--- src/rtl/mem_port_arbiter_pkg.sv ---
// Shared types and constants for the two-requester memory port arbiter.
// The grant-choice helper is reused by anything that needs the round-robin rule.
package mem_port_arbiter_pkg;

  typedef enum logic [1:0] {
    IDLE  = 2'd0,
    BUSY0 = 2'd1,
    BUSY1 = 2'd2
  } state_t;

  localparam int DEF_WIDTH   = 32;
  localparam int DEF_TIMEOUT = 16;
  localparam int DEF_CNT_W   = 5;

  // On a tie the requester that did not win last time gets the port.
  function automatic logic rr_pick(input logic req0, input logic req1, input logic last);
    return (req0 & req1) ? ~last : req1;
  endfunction

endpackage

--- src/rtl/mem_port_arbiter_if.sv ---
// Requester and memory-side signals of the arbiter, grouped into one bundle.
// Handshake: a grant holds mem_valid high until the cycle mem_ready is sampled high or the wait bound expires.
interface mem_port_arbiter_if #(
  parameter int WIDTH = 32
);
  logic             req0;
  logic             we0;
  logic [WIDTH-1:0] addr0;
  logic [WIDTH-1:0] wdata0;
  logic             ack0;
  logic             err0;
  logic             req1;
  logic             we1;
  logic [WIDTH-1:0] addr1;
  logic [WIDTH-1:0] wdata1;
  logic             ack1;
  logic             err1;
  logic [WIDTH-1:0] rdata;
  logic             sel;
  logic             mem_valid;
  logic             mem_we;
  logic [WIDTH-1:0] mem_addr;
  logic [WIDTH-1:0] mem_wdata;
  logic             mem_ready;
  logic [WIDTH-1:0] mem_rdata;

  modport slave (
    input  req0, we0, addr0, wdata0, req1, we1, addr1, wdata1, mem_ready, mem_rdata,
    output ack0, err0, ack1, err1, rdata, sel, mem_valid, mem_we, mem_addr, mem_wdata
  );

  modport master (
    output req0, we0, addr0, wdata0, req1, we1, addr1, wdata1, mem_ready, mem_rdata,
    input  ack0, err0, ack1, err1, rdata, sel, mem_valid, mem_we, mem_addr, mem_wdata
  );
endinterface

--- src/rtl/mux2to1by32.sv ---
// 32-bit 2:1 steering mux; i_sel=0 passes i_d0.
module mux2to1by32 (
  input  logic [31:0] i_d0,
  input  logic [31:0] i_d1,
  input  logic        i_sel,
  output logic [31:0] o_y
);
  assign o_y = i_sel ? i_d1 : i_d0;
endmodule

--- src/rtl/mem_port_arbiter.sv ---
// Round-robin arbiter sharing one memory port between two requesters,
// with a bounded wait for mem_ready and a one-cycle ack/err response pulse.
module mem_port_arbiter
  import mem_port_arbiter_pkg::*;
#(
  parameter int WIDTH   = DEF_WIDTH,
  parameter int TIMEOUT = DEF_TIMEOUT,
  parameter int CNT_W   = DEF_CNT_W
) (
  input  logic                clk,
  input  logic                reset,
  mem_port_arbiter_if.slave   bus,
  output state_t              o_state
);

  state_t             r_state;
  logic               r_last;
  logic [CNT_W-1:0]   r_cnt;
  logic               r_sel;
  logic               r_mem_valid;
  logic               r_ack0;
  logic               r_ack1;
  logic               r_err0;
  logic               r_err1;
  logic [WIDTH-1:0]   r_rdata;

  logic               w_winner;
  logic               w_busy_idx;
  logic               w_timeout;
  logic [WIDTH-1:0]   w_mem_addr;
  logic [WIDTH-1:0]   w_mem_wdata;

  assign w_winner   = rr_pick(bus.req0, bus.req1, r_last);
  assign w_busy_idx = (r_state == BUSY1);
  assign w_timeout  = (r_cnt == CNT_W'(TIMEOUT - 1));

  always_ff @(posedge clk) begin
    if (reset) begin
      r_state     <= IDLE;
      r_last      <= 1'b1;
      r_cnt       <= '0;
      r_sel       <= 1'b0;
      r_mem_valid <= 1'b0;
      r_ack0      <= 1'b0;
      r_ack1      <= 1'b0;
      r_err0      <= 1'b0;
      r_err1      <= 1'b0;
      r_rdata     <= '0;
    end else begin
      r_ack0 <= 1'b0;
      r_ack1 <= 1'b0;
      r_err0 <= 1'b0;
      r_err1 <= 1'b0;
      case (r_state)
        IDLE: begin
          if (bus.req0 || bus.req1) begin
            r_state     <= w_winner ? BUSY1 : BUSY0;
            r_sel       <= w_winner;
            r_cnt       <= '0;
            r_mem_valid <= 1'b1;
          end
        end
        BUSY0, BUSY1: begin
          // Completion takes priority over a timeout landing on the same cycle.
          if (bus.mem_ready) begin
            r_rdata     <= bus.mem_rdata;
            r_ack0      <= ~w_busy_idx;
            r_ack1      <= w_busy_idx;
            r_last      <= w_busy_idx;
            r_state     <= IDLE;
            r_mem_valid <= 1'b0;
          end else if (w_timeout) begin
            r_err0      <= ~w_busy_idx;
            r_err1      <= w_busy_idx;
            r_last      <= w_busy_idx;
            r_state     <= IDLE;
            r_mem_valid <= 1'b0;
          end else begin
            r_cnt <= r_cnt + 1'b1;
          end
        end
        default: begin
          r_state     <= IDLE;
          r_mem_valid <= 1'b0;
        end
      endcase
    end
  end

  mux2to1by32 u_addr_mux (
    .i_d0  (bus.addr0),
    .i_d1  (bus.addr1),
    .i_sel (r_sel),
    .o_y   (w_mem_addr)
  );

  mux2to1by32 u_wdata_mux (
    .i_d0  (bus.wdata0),
    .i_d1  (bus.wdata1),
    .i_sel (r_sel),
    .o_y   (w_mem_wdata)
  );

  assign bus.mem_addr  = w_mem_addr;
  assign bus.mem_wdata = w_mem_wdata;
  assign bus.mem_we    = r_sel ? bus.we1 : bus.we0;
  assign bus.mem_valid = r_mem_valid;
  assign bus.sel       = r_sel;
  assign bus.ack0      = r_ack0;
  assign bus.ack1      = r_ack1;
  assign bus.err0      = r_err0;
  assign bus.err1      = r_err1;
  assign bus.rdata     = r_rdata;
  assign o_state       = r_state;

endmodule

--- src/flat_wrapper.sv ---
// flat-port wrapper written by rule: the top's interface ports become plain ports
module mem_port_arbiter_flat import mem_port_arbiter_pkg::*;
#(
  parameter int WIDTH   = DEF_WIDTH,
  parameter int TIMEOUT = DEF_TIMEOUT,
  parameter int CNT_W   = DEF_CNT_W
)
  (clk, reset, o_state, bus_req0, bus_we0, bus_addr0, bus_wdata0, bus_req1, bus_we1, bus_addr1, bus_wdata1, bus_mem_ready, bus_mem_rdata, bus_ack0, bus_err0, bus_ack1, bus_err1, bus_rdata, bus_sel, bus_mem_valid, bus_mem_we, bus_mem_addr, bus_mem_wdata);
  mem_port_arbiter_if #(.WIDTH(WIDTH)) bus_i ();
  input  logic clk;
  input  logic reset;
  output state_t o_state;
  input wire logic [$bits(bus_i.req0)-1:0] bus_req0;
  input wire logic [$bits(bus_i.we0)-1:0] bus_we0;
  input wire logic [$bits(bus_i.addr0)-1:0] bus_addr0;
  input wire logic [$bits(bus_i.wdata0)-1:0] bus_wdata0;
  input wire logic [$bits(bus_i.req1)-1:0] bus_req1;
  input wire logic [$bits(bus_i.we1)-1:0] bus_we1;
  input wire logic [$bits(bus_i.addr1)-1:0] bus_addr1;
  input wire logic [$bits(bus_i.wdata1)-1:0] bus_wdata1;
  input wire logic [$bits(bus_i.mem_ready)-1:0] bus_mem_ready;
  input wire logic [$bits(bus_i.mem_rdata)-1:0] bus_mem_rdata;
  output wire logic [$bits(bus_i.ack0)-1:0] bus_ack0;
  output wire logic [$bits(bus_i.err0)-1:0] bus_err0;
  output wire logic [$bits(bus_i.ack1)-1:0] bus_ack1;
  output wire logic [$bits(bus_i.err1)-1:0] bus_err1;
  output wire logic [$bits(bus_i.rdata)-1:0] bus_rdata;
  output wire logic [$bits(bus_i.sel)-1:0] bus_sel;
  output wire logic [$bits(bus_i.mem_valid)-1:0] bus_mem_valid;
  output wire logic [$bits(bus_i.mem_we)-1:0] bus_mem_we;
  output wire logic [$bits(bus_i.mem_addr)-1:0] bus_mem_addr;
  output wire logic [$bits(bus_i.mem_wdata)-1:0] bus_mem_wdata;
  assign bus_i.req0 = bus_req0;
  assign bus_i.we0 = bus_we0;
  assign bus_i.addr0 = bus_addr0;
  assign bus_i.wdata0 = bus_wdata0;
  assign bus_i.req1 = bus_req1;
  assign bus_i.we1 = bus_we1;
  assign bus_i.addr1 = bus_addr1;
  assign bus_i.wdata1 = bus_wdata1;
  assign bus_i.mem_ready = bus_mem_ready;
  assign bus_i.mem_rdata = bus_mem_rdata;
  assign bus_ack0 = bus_i.ack0;
  assign bus_err0 = bus_i.err0;
  assign bus_ack1 = bus_i.ack1;
  assign bus_err1 = bus_i.err1;
  assign bus_rdata = bus_i.rdata;
  assign bus_sel = bus_i.sel;
  assign bus_mem_valid = bus_i.mem_valid;
  assign bus_mem_we = bus_i.mem_we;
  assign bus_mem_addr = bus_i.mem_addr;
  assign bus_mem_wdata = bus_i.mem_wdata;
  mem_port_arbiter #(.WIDTH(WIDTH), .TIMEOUT(TIMEOUT), .CNT_W(CNT_W)) u_core (.clk(clk), .reset(reset), .bus(bus_i), .o_state(o_state));
endmodule
--- config.mk ---
export PLATFORM = sky130hd
export DESIGN_NAME = mem_port_arbiter_flat
export DESIGN_NICKNAME = d
export VERILOG_FILES = /design/src/rtl/mem_port_arbiter_pkg.sv /design/src/rtl/mem_port_arbiter_if.sv /design/src/rtl/mux2to1by32.sv /design/src/rtl/mem_port_arbiter.sv /design/src/flat_wrapper.sv
export SDC_FILE = /design/constraint.sdc
export NUM_CORES = 1
export LEC_CHECK = 0
export CORE_AREA = 2 2 105 107
export CTS_BUF_LIST = sky130_fd_sc_hd__clkbuf_4
export DETAILED_ROUTE_END_ITERATION = 8
export DIE_AREA = 0 0 107 109
export GPL_TIMING_DRIVEN = 0
export PLACE_DENSITY = 0.7
export SYNTH_ARGS = -nofsm -noshare
export SYNTH_HDL_FRONTEND = slang
export SYNTH_SLANG_ARGS = --single-unit
--- constraint.sdc ---
create_clock -name clk -period 4.3 [get_ports clk]
set_input_delay 1.075 -clock clk [delete_from_list [all_inputs] [get_ports clk]]
set_output_delay 1.075 -clock clk [all_outputs]
set_load 0.005 [all_outputs]
After elaboration in Yosys (flattened, before gate mapping)
Cells that the tools add are included.
W data, S select, Z words.
- bits in registers: 46
- output and inout port bits: 105
- logic and storage cells: 55
- bits of input ports: 167
- muxes and demuxes: 19
- bitwise operators: 6
- reduce and logical (&&, ||, !) cells: 12
- add/sub/neg operators: 1
- equal/unequal tests: 7
- operators by type and width (operator ; number):
    $mux W32 ; 2
    $mux W5 ; 3
    $pmux W5 S2 ; 1
    $mux W2 ; 4
    $reduce_and A2 Y1 ; 4
    $mux W1 ; 7
    $add A5 B1 Y5 const B ; 1
    $eq A5 B4 Y1 const B ; 1
    $not A1 Y1 ; 5
    $ne A2 B2 Y1 const B ; 2
    $pmux W2 S2 ; 1
    $reduce_and A4 Y1 ; 1
    $reduce_bool A2 Y1 ; 2
    $reduce_or A4 Y1 ; 1
    $ne A3 B2 Y1 const B ; 1
    $reduce_or A3 Y1 ; 1
    $eq A2 B1 Y1 const B ; 1
    $eq A2 B2 Y1 const B ; 1
    $logic_not A2 Y1 ; 1
    $ne A2 B1 Y1 const B ; 1
    $pmux W1 S2 ; 1
    $reduce_or A2 Y1 ; 1
    $and A1 B1 Y1 ; 1
    $logic_or A1 B1 Y1 ; 1

Longest topological paths before layout
Gate-level depths: netlist (run 1).
- depth in word-level cells: 5
- depth in mapped cells: 7
- gate-level depth less buffers: 6

By module
From an unflattened synthesis (run 1), not the netlist that was laid out.
- cell total of the unflattened synthesis: 286
- area, all modules: 2852.7 um^2
- by module, submodules not included (module ; area an instance (um^2) ; seq. area each (um^2) ; times used ; cells an instance):
    mem_port_arbiter ; 1764.2 ; 920.9 ; 1 ; 214
    mux2to1by32 ; 544.3 ; 0.0 ; 2 ; 36

Worst setup path before layout (run 1)
OpenSTA, ideal clock, no wires.
- path type: in2out
- start point: in bus_addr1[0]
- end point: out bus_mem_addr[0]
- buffers on the path: 0
- stages on the path: 1
- path slack: 1895 ps
- data required time: 3225 ps
- arrival: 1330 ps
- path through: mux2_2
- word-level cells in the longest chain between the ends: 1
- ends and longest elaborated chain (item ; line ; RTL):
    start, declared ; flat_wrapper.sv:19 ; input wire logic [$bits(bus_i.addr1)-1:0] bus_addr1;
    $mux W32 ; mux2to1by32.sv:8 ; assign o_y = i_sel ? i_d1 : i_d0;
    end, declared ; flat_wrapper.sv:31 ; output wire logic [$bits(bus_i.mem_addr)-1:0] bus_mem_addr;
No other way between the ends.

Final worst setup path (run 1)
- start point: reg u_core.r_sel, in the netlist u_core.bus.sel
- end point: out bus_mem_addr[11]
- word-level cells in the longest chain between the ends: 1
- ends and longest elaborated chain (item ; line ; RTL):
    start, declared ; mem_port_arbiter.sv:19 ; logic r_sel;
    start signal, assigned ; mem_port_arbiter.sv:58 ; r_sel <= w_winner;
    $mux W32 ; mux2to1by32.sv:8 ;
No other way between the ends.

==> impl_metrics.ini, run 1 <==
[drt]
drt-wirelength-per-cell_um = 16.3
drc = 0
num_vias = 3128
drt_first_pass_iters = 4
vias_per_cell = 4.44
detail-route-antenna-nets = 0
finalWirelength_um = 11500
drtIter0Drc = 160

[timing]
rsz0062_at_grt = no
tns_ns = 0
worst_hold_slack_ns = 0.463
slew_headroom_pct = 60.0
period_share_pct = 81.8
slew_violations = 0
fin_skew_ns = 0.00678
layout_min_cycle_time_ns = 3.52
worst_slew_pin_slew_ns = 0.600
max_freq_mhz = 284
setup_viol = 0
hold_violations = 0

[yosys]
ys_seq_elements = 46
synth_area_um2 = 2530
synthFlopType = dfxtp_1
async_flop_share_pct = 0
syn_inst = 286
ys_seq_area_share_pct = 36.4
synth-edff-count = 0
synthDistinctLibCells = 34
syn_avg_cell_area_um2 = 8.84
synth_warnings = 0
syn_nets = 457

[cts]
htree_levels = 2
cts_sinks = 46
cts_buffers = 5
root_buffer = clkbuf_4
cts_hold_buf = 0
post_cts_resized = 0
worstSkewPairLatency_ns = 0.35
cts_buffer_depth = 2
path_clk_slew_ns = 0.13
post_cts_buffers = 0
cts_tree = done

[critical_path]
cpLargestDelayFamily = buffers and inverters
cp.required_ns = 3.22
cp.arrival_ns = 2.44
crit_buf_inv = 3
r2r-start = u_core.r_cnt[0]
critPathMaxStageDelay_ns = 0.49
reg2reg_to = u_core.r_cnt[3]
ff2ff_setup_slack_ns = 2.11
critPathSlowestCell = clkbuf_1
startpoint_type = flip-flop
worst-path-max-fanout = 10
crit_path_cell_trace = clkbuf_1 -> buf_2 -> mux2_2 -> clkdlybuf4s50_1
end_kind = output pin
critPathKind = flip-flop to output pin
r2r_cells = 6

[finish]
num-fill-cells = 989
finalNonFillerCells = 705
area_delta_synth_final_pct = 116
layout.area.seq_um2 = 921
drive_gt1_share_pct = 14.4
final_util_pct = 51.5
multi_input_area_um2 = 1500
nets = 733

[place]
place.gp.congestion = 0.860
dpl.cell_count = 695
port-buffer-count = 269
post-dp-hpwl_um = 9850

[global_route]
grt_pass1_vias = 3232
grt_usage_pct = 18.3
antenna_found_initial = 2
grt_pass1_wl_um = 16500
overflow = 0
grt_max_degree = 15

[power]
ir_worst_vdd_mv = 0.112
power.static_leakage_uw = 0.00196
p_per_area_nw_per_um2 = 223

[hold_path]
worstHoldPathType = flip-flop to flip-flop
hold_path_startpoint = u_core.bus.rdata[31]
hold_depth = 2
holdPathEnd = u_core.bus.rdata[31]

[floorplanning]
die_x_um = 107
die-area_um2 = 11700
coreArea_um2 = 10600
num_rows = 38
start_util_pct = 23.8
dieHeight_um = 109
pin_count = 272

[status]
status = finished, final reports clean

[job]
drv_cap = 0
==> synthesized netlist by cell type, types with 3 or more instances <==
master	count	share of area, %
a21oi_1	37	7.3
buf_2	5	0.99
clkbuf_1	13	1.9
dfxtp_1	46	36
ha_1	4	2.0
inv_1	6	0.89
mux2_2	65	29
nand2_1	68	10
nand3_1	3	0.59
nor2_1	4	0.59
o21ai_0	3	0.59
o31ai_1	4	1.2
==> worst max path at each step <==
stage / to / startpoint / cells past startpoint
after floorplan: bus_mem_addr[0] / bus_addr1[0] / 1
after global placement: bus_mem_addr[13] / bus_addr0[13] / 3
after detailed placement: bus_mem_addr[13] / bus_addr0[13] / 3
after CTS: bus_mem_addr[16] / u_core.bus.sel / 4
after global routing: bus_mem_addr[11] / u_core.bus.sel / 4
final: bus_mem_addr[11] / u_core.bus.sel / 4
==> power breakdown <==
part / internal [uW] / switching, uW
clock network: 70.8 / 138
registers: 453 / 14.7
logic: 360 / 182
==> logic make-up after synthesis <==
family          share of synthesized area (%)
simple gates                             17.0
compound gates                           11.5
buf+inv                                  4.11
mux                                      29.0
flops                                    36.4
fa+ha+maj                                1.98
==> final cells by class <==
type	instances	share of cell area [%]
flip-flops and latches	46	16.9
plain buffers	20	1.49
clock buffers	6	0.825
clock inverters	2	0.252
diodes	2	0.0917
repair buffers	269	49.3
multi-input cells	214	27.5
inverters	6	0.413
well taps	140	3.21
==> routing by layer <==
metal | global-route usage (%) | part of all wire, % | up-vias | wire, um
met4 | 4.82 | 1.8 | 0 | 210
met2 | 33.7 | 53 | 137 | 6040
met3 | 5.44 | 8.0 | 10 | 920
met5 | 0 | 0 | - | 0
li1 | - | - | 1549 | -
met1 | 20.6 | 37 | 1432 | 4290
==> state kept, by name (all words and copies together), names as in the netlist <==
name                  cells
u_core.bus.err0           1
u_core.bus.mem_valid      1
u_core.r_cnt              5
u_core.bus.rdata         32
u_core.bus.sel            1
u_core.bus.err1           1
u_core.o_state            2
u_core.bus.ack1           1
u_core.bus.ack0           1
u_core.r_last             1
==> tightest hold or removal path: cells and delay by family (launching register included) <==
family | cells | cell delay (ns)
flip-flops | 1 | 0.33
AO/OA/AOI/OAI | 1 | 0.05
AND/OR/NAND/NOR | 1 | 0.05
==> placed cells by master, fill, tap and decap left out, types with 5 or more instances in the layout <==
cell type / count
clkbuf_1: 13
clkdlybuf4s50_1: 269
a21oi_1: 37
buf_2: 5
inv_1: 6
clkbuf_4: 6
mux2_2: 65
dfxtp_1: 46
nand2_1: 68
==> per-stage QoR <==
step	setup slack (ns)	total power, uW	area [um^2]
2_1_floorplan	1.90	660	2530
3_3_place_gp	0.952	1010	5400
3_5_place_dp	0.946	1020	5400
4_1_cts	0.707	1230	5450
5_1_grt	0.633	1290	5460
6_report	0.783	1220	5460
No activity file was read; power rests on OpenSTA's default activity.
==> run 2: changes to the inputs <==
--- a/config.mk
+++ b/config.mk
@@ -10,7 +10,7 @@
 export DETAILED_ROUTE_END_ITERATION = 8
 export DIE_AREA = 0 0 107 109
 export GPL_TIMING_DRIVEN = 0
-export PLACE_DENSITY = 0.7
+export PLACE_DENSITY = 0.73
 export SYNTH_ARGS = -nofsm -noshare
 export SYNTH_HDL_FRONTEND = slang
 export SYNTH_SLANG_ARGS = --single-unit
==> constraint.sdc (replaced) <==
create_clock -name clk -period 3 [get_ports clk]
set_input_delay 0.75 -clock clk [delete_from_list [all_inputs] [get_ports clk]]
set_output_delay 0.75 -clock clk [all_outputs]
set_load 0.005 [all_outputs]
==> run 2 against run 1 <==
  * Critical path depth stayed put
  * Combinational power is 47% higher
  * Clock skew is 0.0017 ns lower
  * Via count is 0.32% higher
  * Clock-buffer cell count is 1 lower
  * Clock power is 77% higher
  * Routed wire length is 8.7% higher
  * Sequential cell count stayed put
  * Sequential share of layout area is 0.069 points lower
  * Non-clock buffer count stayed put
  * Worst setup slack worse by 0.65 ns
  * Critical path type unchanged
==> impl_metrics.ini, run 2 (same netlist as run 1, synthesis figures left out) <==
[finish]
nets = 733
antenna_cells = 0
num-fill-cells = 977
design_area_um2 = 5480
largest_reg_flops = 32
finalNonFillerCells = 702
final_cell_mix = clkdlybuf4s50_1, nand2_1, mux2_2, dfxtp_1, a21oi_1
final_common_cell = clkdlybuf4s50_1
area_delta_synth_final_pct = 117
drive_gt1_share_pct = 14.4

[status]
status = finished, final reports clean

[drt]
finalWirelength_um = 12500
num_vias = 3138
drtIter0Drc = 128
drt_first_pass_iters = 4
drc = 0
vias_per_cell = 4.47
detail-route-antenna-nets = 0
drt-wirelength-per-cell_um = 17.7

[global_route]
overflow = 0
grt_max_degree = 14
antenna_found_initial = 0
grt_usage_pct = 19.6
grt_pass1_vias = 3186
grt_pass1_wl_um = 17200

[timing]
slew_headroom_pct = 62.6
worst_hold_slack_ns = 0.463
hold_violations = 0
tns_ns = 0
layout_min_cycle_time_ns = 2.87
slew_violations = 0
setup_viol = 0
rsz0062_at_grt = no
period_share_pct = 95.7
worst_slew_pin_slew_ns = 0.558
max_freq_mhz = 348
worst_slack_ns = 0.130
fin_skew_ns = 0.00505

[critical_path]
cp.arrival_ns = 2.12
crit_top_cell = buf_4
startpoint_type = flip-flop
cp-endpoint = bus_mem_wdata[27]
r2r_cells = 6
crit_path_cell_trace = buf_4 -> buf_4 -> mux2_2 -> clkdlybuf4s50_1
reg2reg_to = u_core.r_cnt[3]
ff2ff_setup_slack_ns = 0.82
r2r-start = u_core.r_cnt[0]
critPathKind = flip-flop to output pin
worst-path-stages = 4
worst-path-max-fanout = 10
cpLargestDelayFamily = buffers and inverters
setup.worst_path.start = u_core.bus.sel
crit_buf_inv = 3
critPathMaxStageDelay_ns = 0.49
critPathSlowestCell = clkdlybuf4s50_1
cp.required_ns = 2.25
end_kind = output pin

[cts]
cts_buffer_depth = 2
worstSkewPairLatency_ns = 0.36
htree_levels = 2
cts_tree = done
cts_hold_buf = 0
cts_buffers = 5
path_clk_slew_ns = 0.13
root_buffer = clkbuf_4
post_cts_buffers = 0
cts_sinks = 46

[power]
power.static_leakage_uw = 0.00197
ir_worst_vdd_mv = 0.166
power.switching_uw = 499
pwr-share-comb_pct = 43.4
p_int_uw = 1340
p_clk_share_pct = 20.1
p_seq_share_pct = 36.5
p_per_area_nw_per_um2 = 335
p_sw_share_pct = 27.2

[floorplanning]
pin_count = 272
start_util_pct = 23.8
num_rows = 38
die-area_um2 = 11700
dieHeight_um = 109
die_x_um = 107
coreArea_um2 = 10600

[place]
dpl-instance-area_um2 = 5400
place_ws_ns = 0.0595
post-dp-hpwl_um = 10600
place.gp.congestion = 0.887
port-buffer-count = 269
dpl.cell_count = 695

[hold_path]
worstHoldPathType = flip-flop to flip-flop

[job]
drv_cap = 0
-- run 2: area by class of cell --
| type | instances | area, um^2 | share of cell area, % |
|---|---|---|---|
| repair buffers | 269 | 2690 | 49.1 |
| multi-input cells | 214 | 1500 | 27.4 |
| flip-flops and latches | 46 | 921 | 16.8 |
| well taps | 140 | 175 | 3.20 |
| plain buffers | 20 | 96.3 | 1.76 |
| clock buffers | 5 | 37.5 | 0.685 |
| clock inverters | 2 | 33.8 | 0.616 |
| inverters | 6 | 22.5 | 0.411 |
-- run 2: stage by stage --
step	power, uW	util (%)
4_1_cts	1840	51.6
2_1_floorplan	947	-
5_1_grt	1940	51.7
6_report	1840	51.7
3_5_place_dp	1480	50.9
3_3_place_gp	1470	50.9
-- run 2: worst min-delay path by stage --
stage | cells after the start | end | from | slack, ns
2_1_floorplan | 2 | u_core.r_cnt[4] | u_core.r_cnt[4] | 0.44
3_3_place_gp | 2 | u_core.bus.rdata[13] | u_core.bus.rdata[13] | 0.44
3_5_place_dp | 2 | u_core.bus.rdata[7] | u_core.bus.rdata[7] | 0.45
4_1_cts | 2 | u_core.bus.rdata[7] | u_core.bus.rdata[7] | 0.46
5_1_grt | 2 | u_core.bus.rdata[7] | u_core.bus.rdata[7] | 0.48
6_report | 2 | u_core.bus.rdata[9] | u_core.bus.rdata[9] | 0.46
-- run 2: what timing repair did --
item / CTS / global route
resized for setup: 4 / 4
endpoints found under the hold margin: 0 / 0
setup endpoints to repair: 44 / 34
-- run 2: worst reg2reg max path: stages (launching register included) --
cell	delay, ns
dfxtp_1	0.36
ha_1	0.24
and3_1	0.19
ha_1	0.25
or3b_4	0.46
or4_1	0.49
a31oi_1	0.14
-- run 2: power groups by stage --
stage               Clock (uW)  Combinational (uW)  Sequential [uW]
finish                     369                 798              671
global route               406                 856              676
CTS                        370                 803              671
detailed placement           0                 794              685
global placement             0                 788              681
floorplan                    0                 262              684
-- run 2: layer usage --
metal | vias to the layer above | GRT usage [%] | share of wire [%]
li1 | 1548 | - | -
met2 | 144 | 33.7 | 49
met4 | 0 | 3.80 | 0.80
met5 | - | 0 | 0
met3 | 9 | 6.99 | 8.9
met1 | 1437 | 23.9 | 42
==> run 3: changes to the inputs <==
--- a/config.mk
+++ b/config.mk
@@ -7,6 +7,7 @@
 export LEC_CHECK = 0
 export CORE_AREA = 2 2 105 107
 export CTS_BUF_LIST = sky130_fd_sc_hd__clkbuf_4
+export CTS_CLUSTER_DIAMETER = 40
 export DETAILED_ROUTE_END_ITERATION = 8
 export DIE_AREA = 0 0 107 109
 export GPL_TIMING_DRIVEN = 0
==> results of run 3 <==
Same layout as run 2: the final DEF is identical, and so are final timing and power.
